[config.mk]
export PLATFORM = sky130hd
export DESIGN_NAME = packet_source_arbiter
export DESIGN_NICKNAME = d
export VERILOG_FILES = /design/src/rtl/packet_source_arbiter.sv
export SDC_FILE = /design/constraint.sdc
export NUM_CORES = 1
export LEC_CHECK = 0
export ABC_AREA = 1
export BUFFER_PORTS_ARGS = -buffer_cell sky130_fd_sc_hd__buf_2
export CAP_MARGIN = 20
export CORE_MARGIN = 2
export CORE_UTILIZATION = 40
export CTS_CLUSTER_SIZE = 16
export DETAILED_ROUTE_END_ITERATION = 10
export GPL_TIMING_DRIVEN = 0
export PLACE_DENSITY = 0.69
export RECOVER_POWER = 100
export SLEW_MARGIN = 25
export SYNTH_ARGS = -nofsm -noshare
export SYNTH_HDL_FRONTEND = slang
export SYNTH_SLANG_ARGS = --single-unit
[constraint.sdc]
create_clock -name clk -period 2.6 [get_ports clk]
set_input_delay 0.13 -clock clk [delete_from_list [all_inputs] [get_ports clk]]
set_output_delay 0.13 -clock clk [all_outputs]
set_load 0.02 [all_outputs]
[src/rtl/packet_source_arbiter.sv]
`default_nettype none
// ============================================================================
// Module      : packet_source_arbiter
// Description : Round-robin arbiter that hands one of NUM_SRC packet
//               sources to a single consumer. A packet is owned from
//               selection until the source drops its trigger. If the
//               consumer stalls for TIMEOUT cycles, the rest of the packet
//               is popped from the source FIFO and discarded.
// Ports       : clk, rst         - clock, synchronous active-high reset
//               src_trig_i       - per-source packet-queued flags
//               src_len_i        - per-source byte lengths, 16 bits each
//               src_data_i       - per-source FIFO head words, 32 bits each
//               src_rden_o       - one-hot FIFO pop strobe to the sources
//               out_trig_o       - packet presented to the consumer
//               out_len_o        - byte length of the presented packet
//               out_data_o       - current word of the granted source
//               out_rden_i       - consumer pop strobe
//               grant_o          - one-hot owner, zero when idle
//               pkt_cnt_o        - completed packets, wrapping
//               abort_cnt_o      - timed-out packets, saturating
// Revision    : 1.0 - initial release
// ============================================================================
module packet_source_arbiter #(
  parameter int NUM_SRC = 4,
  parameter int TIMEOUT = 1024
) (
  input  logic                   clk,
  input  logic                   rst,
  input  logic [NUM_SRC-1:0]     src_trig_i,
  input  logic [NUM_SRC*16-1:0]  src_len_i,
  input  logic [NUM_SRC*32-1:0]  src_data_i,
  output logic [NUM_SRC-1:0]     src_rden_o,
  output logic                   out_trig_o,
  output logic [15:0]            out_len_o,
  output logic [31:0]            out_data_o,
  input  logic                   out_rden_i,
  output logic [NUM_SRC-1:0]     grant_o,
  output logic [31:0]            pkt_cnt_o,
  output logic [15:0]            abort_cnt_o
);

  localparam int         c_IW      = (NUM_SRC > 1) ? $clog2(NUM_SRC) : 1;
  localparam logic [15:0] c_STALL_LAST = 16'(TIMEOUT - 1);

  localparam logic [2:0] c_IDLE    = 3'd0;
  localparam logic [2:0] c_LATCH   = 3'd1;
  localparam logic [2:0] c_XFER    = 3'd2;
  localparam logic [2:0] c_DRAIN   = 3'd3;
  localparam logic [2:0] c_RELEASE = 3'd4;

  logic [2:0]      state_q,      state_d;
  logic [c_IW-1:0] last_grant_q, last_grant_d;
  logic [c_IW-1:0] sel_q,        sel_d;
  logic [15:0]     len_q,        len_d;
  logic [15:0]     words_q,      words_d;
  logic [15:0]     rd_cnt_q,     rd_cnt_d;
  logic [15:0]     stall_cnt_q,  stall_cnt_d;
  logic [31:0]     pkt_cnt_q,    pkt_cnt_d;
  logic [15:0]     abort_cnt_q,  abort_cnt_d;

  logic [c_IW-1:0] w_rr_hi_sel;
  logic            w_rr_hi_found;
  logic [c_IW-1:0] w_rr_lo_sel;
  logic [c_IW-1:0] w_rr_sel;
  logic [15:0]     w_sel_len;
  logic [31:0]     w_sel_data;
  logic [16:0]     w_sel_words;
  logic            w_last_word;

  // Round-robin pick. Scanning downwards leaves the lowest requester in each
  // class: the lowest one above last_grant wins, otherwise the search wraps
  // to the lowest requester overall.
  always_comb begin
    w_rr_hi_sel   = '0;
    w_rr_hi_found = 1'b0;
    w_rr_lo_sel   = '0;
    for (int i = NUM_SRC - 1; i >= 0; i--) begin
      if (src_trig_i[i]) begin
        if (c_IW'(i) > last_grant_q) begin
          w_rr_hi_sel   = c_IW'(i);
          w_rr_hi_found = 1'b1;
        end
        w_rr_lo_sel = c_IW'(i);
      end
    end
    w_rr_sel = w_rr_hi_found ? w_rr_hi_sel : w_rr_lo_sel;
  end

  // Fields of the selected source.
  always_comb begin
    w_sel_len  = '0;
    w_sel_data = '0;
    for (int i = 0; i < NUM_SRC; i++) begin
      if (sel_q == c_IW'(i)) begin
        w_sel_len  = src_len_i[i*16 +: 16];
        w_sel_data = src_data_i[i*32 +: 32];
      end
    end
  end

  // Widened to 17 bits so lengths near 16'hFFFF do not wrap when rounding up.
  assign w_sel_words = ({1'b0, w_sel_len} + 17'd3) >> 2;
  assign w_last_word = (rd_cnt_q == (words_q - 16'd1));

  // State register
  always_ff @(posedge clk) begin
    if (rst) begin
      state_q      <= c_IDLE;
      last_grant_q <= c_IW'(NUM_SRC - 1);
      sel_q        <= '0;
      len_q        <= '0;
      words_q      <= '0;
      rd_cnt_q     <= '0;
      stall_cnt_q  <= '0;
      pkt_cnt_q    <= '0;
      abort_cnt_q  <= '0;
    end else begin
      state_q      <= state_d;
      last_grant_q <= last_grant_d;
      sel_q        <= sel_d;
      len_q        <= len_d;
      words_q      <= words_d;
      rd_cnt_q     <= rd_cnt_d;
      stall_cnt_q  <= stall_cnt_d;
      pkt_cnt_q    <= pkt_cnt_d;
      abort_cnt_q  <= abort_cnt_d;
    end
  end

  // Next-state logic
  always_comb begin
    state_d      = state_q;
    last_grant_d = last_grant_q;
    sel_d        = sel_q;
    len_d        = len_q;
    words_d      = words_q;
    rd_cnt_d     = rd_cnt_q;
    stall_cnt_d  = stall_cnt_q;
    pkt_cnt_d    = pkt_cnt_q;
    abort_cnt_d  = abort_cnt_q;
    case (state_q)
      c_IDLE: begin
        if (|src_trig_i) begin
          sel_d   = w_rr_sel;
          state_d = c_LATCH;
        end
      end
      c_LATCH: begin
        len_d       = w_sel_len;
        words_d     = w_sel_words[15:0];
        rd_cnt_d    = '0;
        stall_cnt_d = '0;
        state_d     = (w_sel_words == 17'd0) ? c_RELEASE : c_XFER;
      end
      c_XFER: begin
        // A pop in the timeout cycle takes priority over the abort.
        if (out_rden_i) begin
          rd_cnt_d    = rd_cnt_q + 16'd1;
          stall_cnt_d = '0;
          if (w_last_word) begin
            pkt_cnt_d = pkt_cnt_q + 32'd1;
            state_d   = c_RELEASE;
          end
        end else begin
          stall_cnt_d = stall_cnt_q + 16'd1;
          // This stall cycle brings the count to TIMEOUT.
          if (stall_cnt_q == c_STALL_LAST) begin
            if (abort_cnt_q != 16'hFFFF) begin
              abort_cnt_d = abort_cnt_q + 16'd1;
            end
            state_d = c_DRAIN;
          end
        end
      end
      c_DRAIN: begin
        rd_cnt_d = rd_cnt_q + 16'd1;
        if (w_last_word) begin
          state_d = c_RELEASE;
        end
      end
      c_RELEASE: begin
        if (!src_trig_i[sel_q]) begin
          last_grant_d = sel_q;
          state_d      = c_IDLE;
        end
      end
      default: state_d = c_IDLE;
    endcase
  end

  // Outputs. Forced low while rst is high so nothing leaks during reset.
  always_comb begin
    src_rden_o  = '0;
    out_trig_o  = 1'b0;
    out_len_o   = '0;
    out_data_o  = '0;
    grant_o     = '0;
    pkt_cnt_o   = '0;
    abort_cnt_o = '0;
    if (!rst) begin
      pkt_cnt_o   = pkt_cnt_q;
      abort_cnt_o = abort_cnt_q;
      if (state_q != c_IDLE) begin
        grant_o[sel_q] = 1'b1;
      end
      if (state_q == c_XFER) begin
        out_trig_o        = 1'b1;
        out_len_o         = len_q;
        out_data_o        = w_sel_data;
        src_rden_o[sel_q] = out_rden_i;
      end
      if (state_q == c_DRAIN) begin
        src_rden_o[sel_q] = 1'b1;
      end
    end
  end

endmodule
`default_nettype wire

==> metrics.md, run 1 <==
| Metric | Value |
|---|---|
| Vias in the first global route | `9882` |
| First-pass GRT wire length | `52.88 mm` |
| Arrival @ worst endpoint | `2770 ps` |
| Slew Viols, Final | `0` |
| DIE AREA | `22720 um^2` |
| RSZ-0062 raised after global routing | `true` |
| Setup TNS | `0 ps` |
| DRT Pass-1 Iters | `5` |
| Reg clk slew, reported paths | `60 ps` |
| Area grow syn2layout | `32.22%` |
| Vias | `10800` |
| Clk sinks | `118` |
| Initial DRC count | `817` |
| Antenna viol nets, final | `0` |
| Syn. warnings | `0` |
| Most common cell after layout, fill and taps aside | `buf_2` |
| Sequential area share after synthesis | `0.2743` |
| Clock latency on the worst-skew pair | `430 ps` |
| Gp weighted congestion | `0.9868` |
| Worst reg2reg path startpoint | `words_q[0]$_SDFFE_PP0P_` |
| Antenna violations before repair | `4` |
| Hold wc startpoint | `src_len_i[49]` |
| CP Launch Point | `words_q[0]$_SDFFE_PP0P_` |
| Mapped Area | `8612 um^2` |
| Nets | `1923` |
| Routed Wire Length | `34.61 mm` |
| Root Driver | `clkbuf_16` |
| Die Y | `150.7 um` |
| CP Data Required Time | `2880 ps` |
| Worst IR Drop VDD | `424.7 uV` |
| Largest fanout on the critical path | `10` |
| Max_cap viols | `0` |
| Area contributors post-synth | `dfxtp_1, nand2_1, nor2_1` |
| Final Core Density | `0.5400` |
| Final setup fails | `0` |
| Most frequent cells in the layout | `buf_2, nand2_1, nor2_1` |
| Post-DP HPWL | `28.01 mm` |
| Register-to-register setup slack | `110 ps` |
| CTS Buffer Depth | `2` |
| Synth Flop Type | `dfxtp_1` |
| Seq cells post-synth | `118` |
| Final min period | `2488 ps` |
| CTS tree | `done` |
| DRC errors left | `0` |
| Yosys top cell by area | `dfxtp_1` |
| Final Hold Slack | `86.02 ps` |
| Min-delay worst type | `input port to flop` |
| Netlist cell types | `52` |
| Via/cell ratio | `5.372` |
| Pwr dens | `670.3 nW/um^2` |
| Placed inst area | `10470 um^2` |
| Final Power | `7.633 mW` |
| Die width | `150.7 um` |
| Leak pwr | `4.929 nW` |
| CTS Buf Count | `17` |
| Area of the multi-input gates | `5518 um^2` |
| Max_slew headroom | `0.3745` |
| Period utilization | `0.9568` |
| Syn Nets | `1594` |
| Synthesized area per cell | `6.196 um^2` |
| H-tree level count | `4` |
| Global Route Usage Sum | `0.3009` |
| Share of post-route cells with drive strength above 1 | `0.2494` |
| Top cell type's share of synthesized area | `0.2743` |
| Crit end category | `flop` |
| Cell Rows | `53` |
| Grt ovf | `0` |
| Run status | `finished, final reports clean` |
| Final instance area | `11390 um^2` |
| Core box area | `21090 um^2` |
| Final hold violation count | `0` |
| EDFF count, synth | `0` |
| Num ports | `304` |
| Worst Setup Start Kind | `flop` |
| Largest net degree at the start of global routing | `17` |
| Max Clock Freq | `402.0 MHz` |
| Port Buffers | `303` |
| Starting Density | `0.4084` |
| Setup Skew | `10.13 ps` |
| Worst-margin pin slew | `938.2 ps` |
| Fill cells | `2192` |
| Wire per inst | `17.21 um` |
| Crit Path Category | `flop to flop` |
| Mapped Cells | `1390` |
| FF/Latch Area | `2364 um^2` |
| Asr flop ratio synth | `0` |
Yosys cell counts, drive strengths merged (5+ instances only):
master	instances
a211oi	7
or2	14
o22ai	44
nand2	266
o21a	8
nand3	83
o21ai	84
buf	19
xnor2	12
dfxtp	118
nor3	63
o21bai	19
xor2	44
clkbuf	40
a31oi	13
ha	5
nor2	197
nor4	16
a22o	5
nand4	45
a21oi	96
inv	163
logic make-up after synthesis:
| kind of cell | count (synthesis) | share of synthesized area |
|---|---|---|
| AOI/OAI and AO/OA | 289 | 0.1940 |
| xor gates and xnor gates | 56 | 0.05695 |
| adders and majority gates | 5 | 0.007264 |
| buffers and inverters | 226 | 0.1061 |
| DFF | 118 | 0.2743 |
| and+or+nand+nor | 696 | 0.3615 |
repair_timing:
item                       4_1_cts  5_1_grt
hold buffers                     0        0
gates resized for setup         24       60
buffers inserted                 0        7
pin swaps                        1        4
setup endpoints to repair       66       67
stage by stage:
stage	setup slack, ps	cells
after floorplan	410.8	1390
after global placement	-72.50	1968
after detailed placement	-40.02	1968
after CTS	1.580	2000
after global routing	-88.88	2011
final	112.4	2011
worst max-delay path: stages, from the launching register on:
cell and delay [ps]:
dfxtp_1 320, inv_2 120, ha_4 180, nand3_4 130, nor2_2 130, xor2_1 190
nand2_1 70, clkinv_1 60, nand2_1 40, or2_1 260, nor3_4 250, nand3_1 140
clkbuf_1 270, nand2_1 130, a21oi_1 60
state kept, by name (all words and copies together), names as in the netlist, 3 cells and up:
register	count
words_q	15
stall_cnt_q	16
len_q	16
state_q	3
abort_cnt_q	16
rd_cnt_q	16
pkt_cnt_q	32
final cells by class:
type                            instances  area share
Tap cell                              275     0.03022
Sequential cell                       118      0.2076
Inverter                              167     0.05604
Clock inverter                          8     0.01253
Multi-Input combinational cell       1046      0.4846
Timing Repair Buffer                  310      0.1358
Buffer                                 59     0.02835
Clock buffer                           24     0.04406
Antenna cell                            4   0.0008790
power breakdown:
| group | internal (mW) | total, mW | leakage, nW | switching, mW |
|---|---|---|---|---|
| sequential | 1.93 | 2.02 | 0.955 | 0.0975 |
| combinational | 1.02 | 3.02 | 3.66 | 2.01 |
| clock | 1.73 | 2.59 | 0.316 | 0.859 |
metal layers:
metal  share of wire  up-vias  routed length [um]  global-route usage
met3           0.073       47                2519             0.04667
met1            0.44     4982               15060              0.4087
met2            0.47      440               16270              0.4902
li1                -     5335                   -                   -
met4           0.022        0                 754             0.09486
met5               0        -                   0                   0
path summary, 6_finish.rpt:
check                                       to  cells after the start
setup / recovery    pkt_cnt_q[11]$_SDFFE_PP0P_                     14
hold / removal           len_q[1]$_SDFFE_PP0P_                      5
setup reg to reg    pkt_cnt_q[11]$_SDFFE_PP0P_                     14
hold reg to reg   abort_cnt_q[15]$_SDFFE_PP0P_                      2
(Power assumes the default switching activity.)
==> run 2: changes to the inputs <==
--- a/config.mk
+++ b/config.mk
@@ -13,7 +13,7 @@
 export CTS_CLUSTER_SIZE = 16
 export DETAILED_ROUTE_END_ITERATION = 10
 export GPL_TIMING_DRIVEN = 0
-export PLACE_DENSITY = 0.69
+export PLACE_DENSITY = 0.66
 export RECOVER_POWER = 100
 export SLEW_MARGIN = 25
 export SYNTH_ARGS = -nofsm -noshare
==> metrics.md, run 2 (synthesis gave the netlist of run 1 again) <==
| Metric | Value |
|---|---|
| Crit end category | `primary output` |
| Worst Setup Start Kind | `flop` |
| Leak pwr | `4.695 nW` |
| Grt ovf | `0` |
| Setup Skew | `10.56 ps` |
| Vias | `10830` |
| DRT Pass-1 Iters | `7` |
| Antenna violations before repair | `4` |
| Cell Rows | `53` |
| Period utilization | `0.9639` |
| Starting Density | `0.4084` |
| CP Data Required Time | `2470 ps` |
| CTS Buffer Depth | `2` |
| Largest reg by FF count | `pkt_cnt_q` |
| Max_cap viols | `0` |
| CTS Buf Count | `17` |
| Gp weighted congestion | `0.9676` |
| Wire per inst | `17.51 um` |
| Worst path buffer plus inverter count | `4` |
| Worst-margin pin slew | `820.7 ps` |
| Final min period | `2506 ps` |
| Max_slew headroom | `0.4486` |
| Routed Wire Length | `35.24 mm` |
| Die width | `150.7 um` |
| Worst IR Drop VDD | `353.6 uV` |
| Min-delay worst type | `input port to flop` |
| Clk sinks | `118` |
| Final setup fails | `0` |
| Most frequent cells in the layout | `nand2_1, buf_2, nor2_1` |
| Crit-path max cell delay | `510 ps` |
| Post-DP HPWL | `28.30 mm` |
| Initial DRC count | `944` |
| Share of post-route cells with drive strength above 1 | `0.2313` |
| Cell chain of the critical path | `buf_6 > inv_2 > clkbuf_1 > o22ai_1 > o21bai_1 > a21oi_1 > buf_2` |
| Slew Viols, Final | `0` |
| Reg clk slew, reported paths | `60 ps` |
| Via/cell ratio | `5.382` |
| CTS tree | `done` |
| Max Clock Freq | `399.0 MHz` |
| Largest fanout on the critical path | `10` |
| Root Driver | `clkbuf_16` |
| Nets | `1925` |
| Num ports | `304` |
| Core box area | `21090 um^2` |
| Most common cell after layout, fill and taps aside | `nand2_1` |
| Area grow syn2layout | `31.29%` |
| Final hold violation count | `0` |
| DIE AREA | `22720 um^2` |
| Clock latency on the worst-skew pair | `420 ps` |
| Crit path max-delay family | `buffers and inverters` |
| H-tree level count | `4` |
| Final Core Density | `0.5362` |
| Largest register FFs | `32` |
| Vias in the first global route | `10040` |
| DRC errors left | `0` |
| First-pass GRT wire length | `53.80 mm` |
| Antenna viol nets, final | `0` |
| Crit path max-delay cell type | `clkbuf_1` |
| Arrival @ worst endpoint | `2380 ps` |
| Port Buffers | `303` |
| Largest net degree at the start of global routing | `17` |
| Setup TNS | `0 ps` |
| Run status | `finished, final reports clean` |
| Die Y | `150.7 um` |
| Global Route Usage Sum | `0.3055` |
| Crit Path Category | `flop to primary output` |
| Final Hold Slack | `90.55 ps` |
| Pwr dens | `652.8 nW/um^2` |
| Fill cells | `2258` |
[run 2: path summary, 6_finish.rpt]
kind,depth (start not counted),from,to,slack (ps)
setup / recovery,7,sel_q[0]$_SDFFE_PP0P_,out_data_o[17],90
hold reg to reg,2,pkt_cnt_q[30]$_SDFFE_PP0P_,pkt_cnt_q[30]$_SDFFE_PP0P_,460
setup reg to reg,18,sel_q[1]$_SDFFE_PP0P_,state_q[1]$_SDFFE_PP0P_,160
hold / removal,5,src_len_i[49],len_q[1]$_SDFFE_PP0P_,90
[run 2: tightest hold or removal path, cell delays in order]
cell and delay (ps):
buf_2 80, nand2_1 40, inv_1 40, nor2_1 60, o22ai_1 120
[run 2: area by class of cell]
| type | instances | area (um^2) | area share |
|---|---|---|---|
| diodes | 4 | 10.01 | 0.0008852 |
| clock inverters | 13 | 121.4 | 0.01073 |
| clock buffers | 19 | 452.9 | 0.04006 |
| flip-flops and latches | 118 | 2364 | 0.2090 |
| repair buffers | 312 | 1528 | 0.1351 |
| well taps | 275 | 344.1 | 0.03043 |
| multi-input cells | 1046 | 5528 | 0.4889 |
| inverters | 167 | 633.1 | 0.05599 |
| plain buffers | 59 | 326.6 | 0.02888 |
[run 2: power by group]
| group | switching, mW | leakage [nW] | internal (mW) |
|---|---|---|---|
| Clock | 0.926 | 0.269 | 1.37 |
| Combinational | 2.03 | 3.47 | 1.03 |
| Sequential | 0.0999 | 0.955 | 1.92 |
[run 2: metrics by stage]
step	cells	power, mW	setup slack [ps]	area, um^2
5_1_grt	2013	7.813	-24.86	11310
2_1_floorplan	1390	3.941	410.8	8612
6_report	2013	7.381	93.83	11310
3_3_place_gp	1968	4.782	-280.9	10470
3_5_place_dp	1968	4.808	-338.6	10470
4_1_cts	2000	7.137	9.100	11110
[run 2: repair_timing]
item	CTS	global route
setup buffers	0	9
hold buffers	0	0
pin swaps	1	7
resized for setup	27	64
endpoints found under the setup margin	77	72
gates cloned	0	0
[run 2: routing by layer]
layer  track usage  vias up  routed length (um)
met2        0.4964      407               16430
met3       0.05758       47                2377
met1        0.4119     5039               15700
met5             0        -                   0
li1              -     5341                   -
met4       0.09065        0                 731
==> run 3: changes to the inputs <==
--- a/config.mk
+++ b/config.mk
@@ -10,6 +10,7 @@
 export CAP_MARGIN = 20
 export CORE_MARGIN = 2
 export CORE_UTILIZATION = 40
+export CTS_BUF_LIST = sky130_fd_sc_hd__clkbuf_2 sky130_fd_sc_hd__clkbuf_4 sky130_fd_sc_hd__clkbuf_8
 export CTS_CLUSTER_SIZE = 16
 export DETAILED_ROUTE_END_ITERATION = 10
 export GPL_TIMING_DRIVEN = 0
==> metrics.md, run 3 (synthesis gave the netlist of run 1 again) <==
| Metric | Value |
|---|---|
| Fill cells | `2264` |
| Final min period | `2508 ps` |
| Setup TNS | `0 ps` |
| Final Core Density | `0.5276` |
| DRT Pass-1 Iters | `6` |
| DIE AREA | `22720 um^2` |
| Max_cap viols | `0` |
| CP Data Required Time | `2470 ps` |
| Crit end category | `primary output` |
| Worst Setup Start Kind | `flop` |
| Antenna violations before repair | `4` |
| Share of post-route cells with drive strength above 1 | `0.2510` |
| Reg clk slew, reported paths | `80 ps` |
| Initial DRC count | `974` |
| Most frequent cells in the layout | `buf_2, nand2_1, nor2_1` |
| Largest reg by FF count | `pkt_cnt_q` |
| Final instance area | `11130 um^2` |
| Via/cell ratio | `5.340` |
| Post-DP HPWL | `28.30 mm` |
| FF/Latch Area | `2362 um^2` |
| Routed Wire Length | `34.87 mm` |
| Wire per inst | `17.32 um` |
| CTS Buffer Depth | `2` |
| Arrival @ worst endpoint | `2380 ps` |
| Vias in the first global route | `9902` |
| Die width | `150.7 um` |
| Hold Path Cell Cnt | `5` |
| Port Buffers | `303` |
| Final hold violation count | `0` |
| Root Driver | `clkbuf_8` |
| Hold_buf cts | `0` |
| Die Y | `150.7 um` |
| Pwr dens | `602.1 nW/um^2` |
| H-tree level count | `4` |
| Num ports | `304` |
| Gp weighted congestion | `0.9676` |
| Register-to-register setup slack | `170 ps` |
| CTS tree | `done` |
| Nets | `1924` |
| WHS Endpoint | `len_q[1]$_SDFFE_PP0P_` |
| Placed inst area | `10470 um^2` |
| Most common cell after layout, fill and taps aside | `buf_2` |
| Vias | `10750` |
| Reg2Reg Depth | `14` |
| Hold wc startpoint | `src_len_i[49]` |
| Antenna viol nets, final | `0` |
| DRC errors left | `0` |
| Clk sinks | `118` |
| Global Route Usage Sum | `0.3039` |
| Placed insts | `1968` |
| Max_slew headroom | `0.4498` |
| Starting Density | `0.4084` |
| Min-delay worst type | `input port to flop` |
| Area of the multi-input gates | `5508 um^2` |
| Cell Rows | `53` |
| Pre-CTS setup slack | `-338.6 ps` |
| Grt ovf | `0` |
| Largest net degree at the start of global routing | `17` |
| Worst reg2reg path startpoint | `words_q[2]$_SDFFE_PP0P_` |
| Worst IR Drop VDD | `325.4 uV` |
| Largest fanout on the critical path | `10` |
| Setup Skew | `16.06 ps` |
| CTS Buf Count | `17` |
| First-pass GRT wire length | `53.37 mm` |
| Crit Path Category | `flop to primary output` |
| Period utilization | `0.9647` |
| Worst-margin pin slew | `819.1 ps` |
| Final setup fails | `0` |
| Max Clock Freq | `398.7 MHz` |
| Area grow syn2layout | `29.19%` |
| Leak pwr | `4.801 nW` |
| R2R Path End | `pkt_cnt_q[23]$_SDFFE_PP0P_` |
| Largest register FFs | `32` |
| Run status | `finished, final reports clean` |
| Slew Viols, Final | `0` |
| Core box area | `21090 um^2` |
| Post-route setup slack | `91.82 ps` |
| Clock latency on the worst-skew pair | `460 ps` |
| Cell Count, Final, Fillers Out | `2013` |
-- run 3: stage by stage --
step	hold WS, ps	power (mW)
global placement	448.7	4.782
detailed placement	454.8	4.808
CTS	19.75	6.496
global route	83.18	7.134
finish	48.48	6.699
floorplan	318.9	3.941
-- run 3: worst max-delay path by stage --
stage | start | endpoint | slack, ps
after CTS | words_q[0]$_SDFFE_PP0P_ | pkt_cnt_q[25]$_SDFFE_PP0P_ | 8
after global placement | sel_q[1]$_SDFFE_PP0P_ | out_data_o[30] | -280
after floorplan | words_q[0]$_SDFFE_PP0P_ | pkt_cnt_q[20]$_SDFFE_PP0P_ | 410
after global routing | words_q[1]$_SDFFE_PP0P_ | pkt_cnt_q[23]$_SDFFE_PP0P_ | -20
final | sel_q[0]$_SDFFE_PP0P_ | out_data_o[17] | 90
after detailed placement | sel_q[1]$_SDFFE_PP0P_ | out_data_o[30] | -340
-- run 3: final cells by class --
type,instances,area share
Inverter,167,0.05679
Clock inverter,13,0.01091
Antenna cell,5,0.001125
Multi-Input combinational cell,1046,0.4951
Sequential cell,118,0.2123
Buffer,59,0.02946
Timing Repair Buffer,311,0.1399
Clock buffer,19,0.02350
Tap cell,275,0.03093
-- run 3: power breakdown --
part | switching (mW) | internal (mW) | leakage, nW | total (mW)
sequential | 0.0966 | 1.92 | 0.955 | 2.02
combinational | 2.01 | 1.01 | 3.67 | 3.01
clock | 0.854 | 0.813 | 0.182 | 1.67
total | 2.96 | 3.74 | 4.80 | 6.70
-- run 3: routing by layer --
| layer | vias to the layer above | global-route usage | routed length [um] |
|---|---|---|---|
| met3 | 45 | 0.05424 | 2347 |
| met5 | - | 0 | 0 |
| li1 | 5341 | - | - |
| met2 | 419 | 0.4900 | 16070 |
| met4 | 0 | 0.08972 | 749 |
| met1 | 4944 | 0.4148 | 15700 |
-- run 3: worst max-delay path, stage by stage (launching register included) --
cell	delay (ps)
dfxtp_1	310
buf_6	150
inv_2	190
buf_1	490
o22ai_1	210
o21bai_1	190
a21oi_1	180
buf_2	200
-- run 3: what timing repair did --
item | in CTS | in global routing
setup buffers | 1 | 7
resized for setup | 31 | 52
cloned | 0 | 0
pin swaps | 2 | 7
setup endpoints to repair | 77 | 76
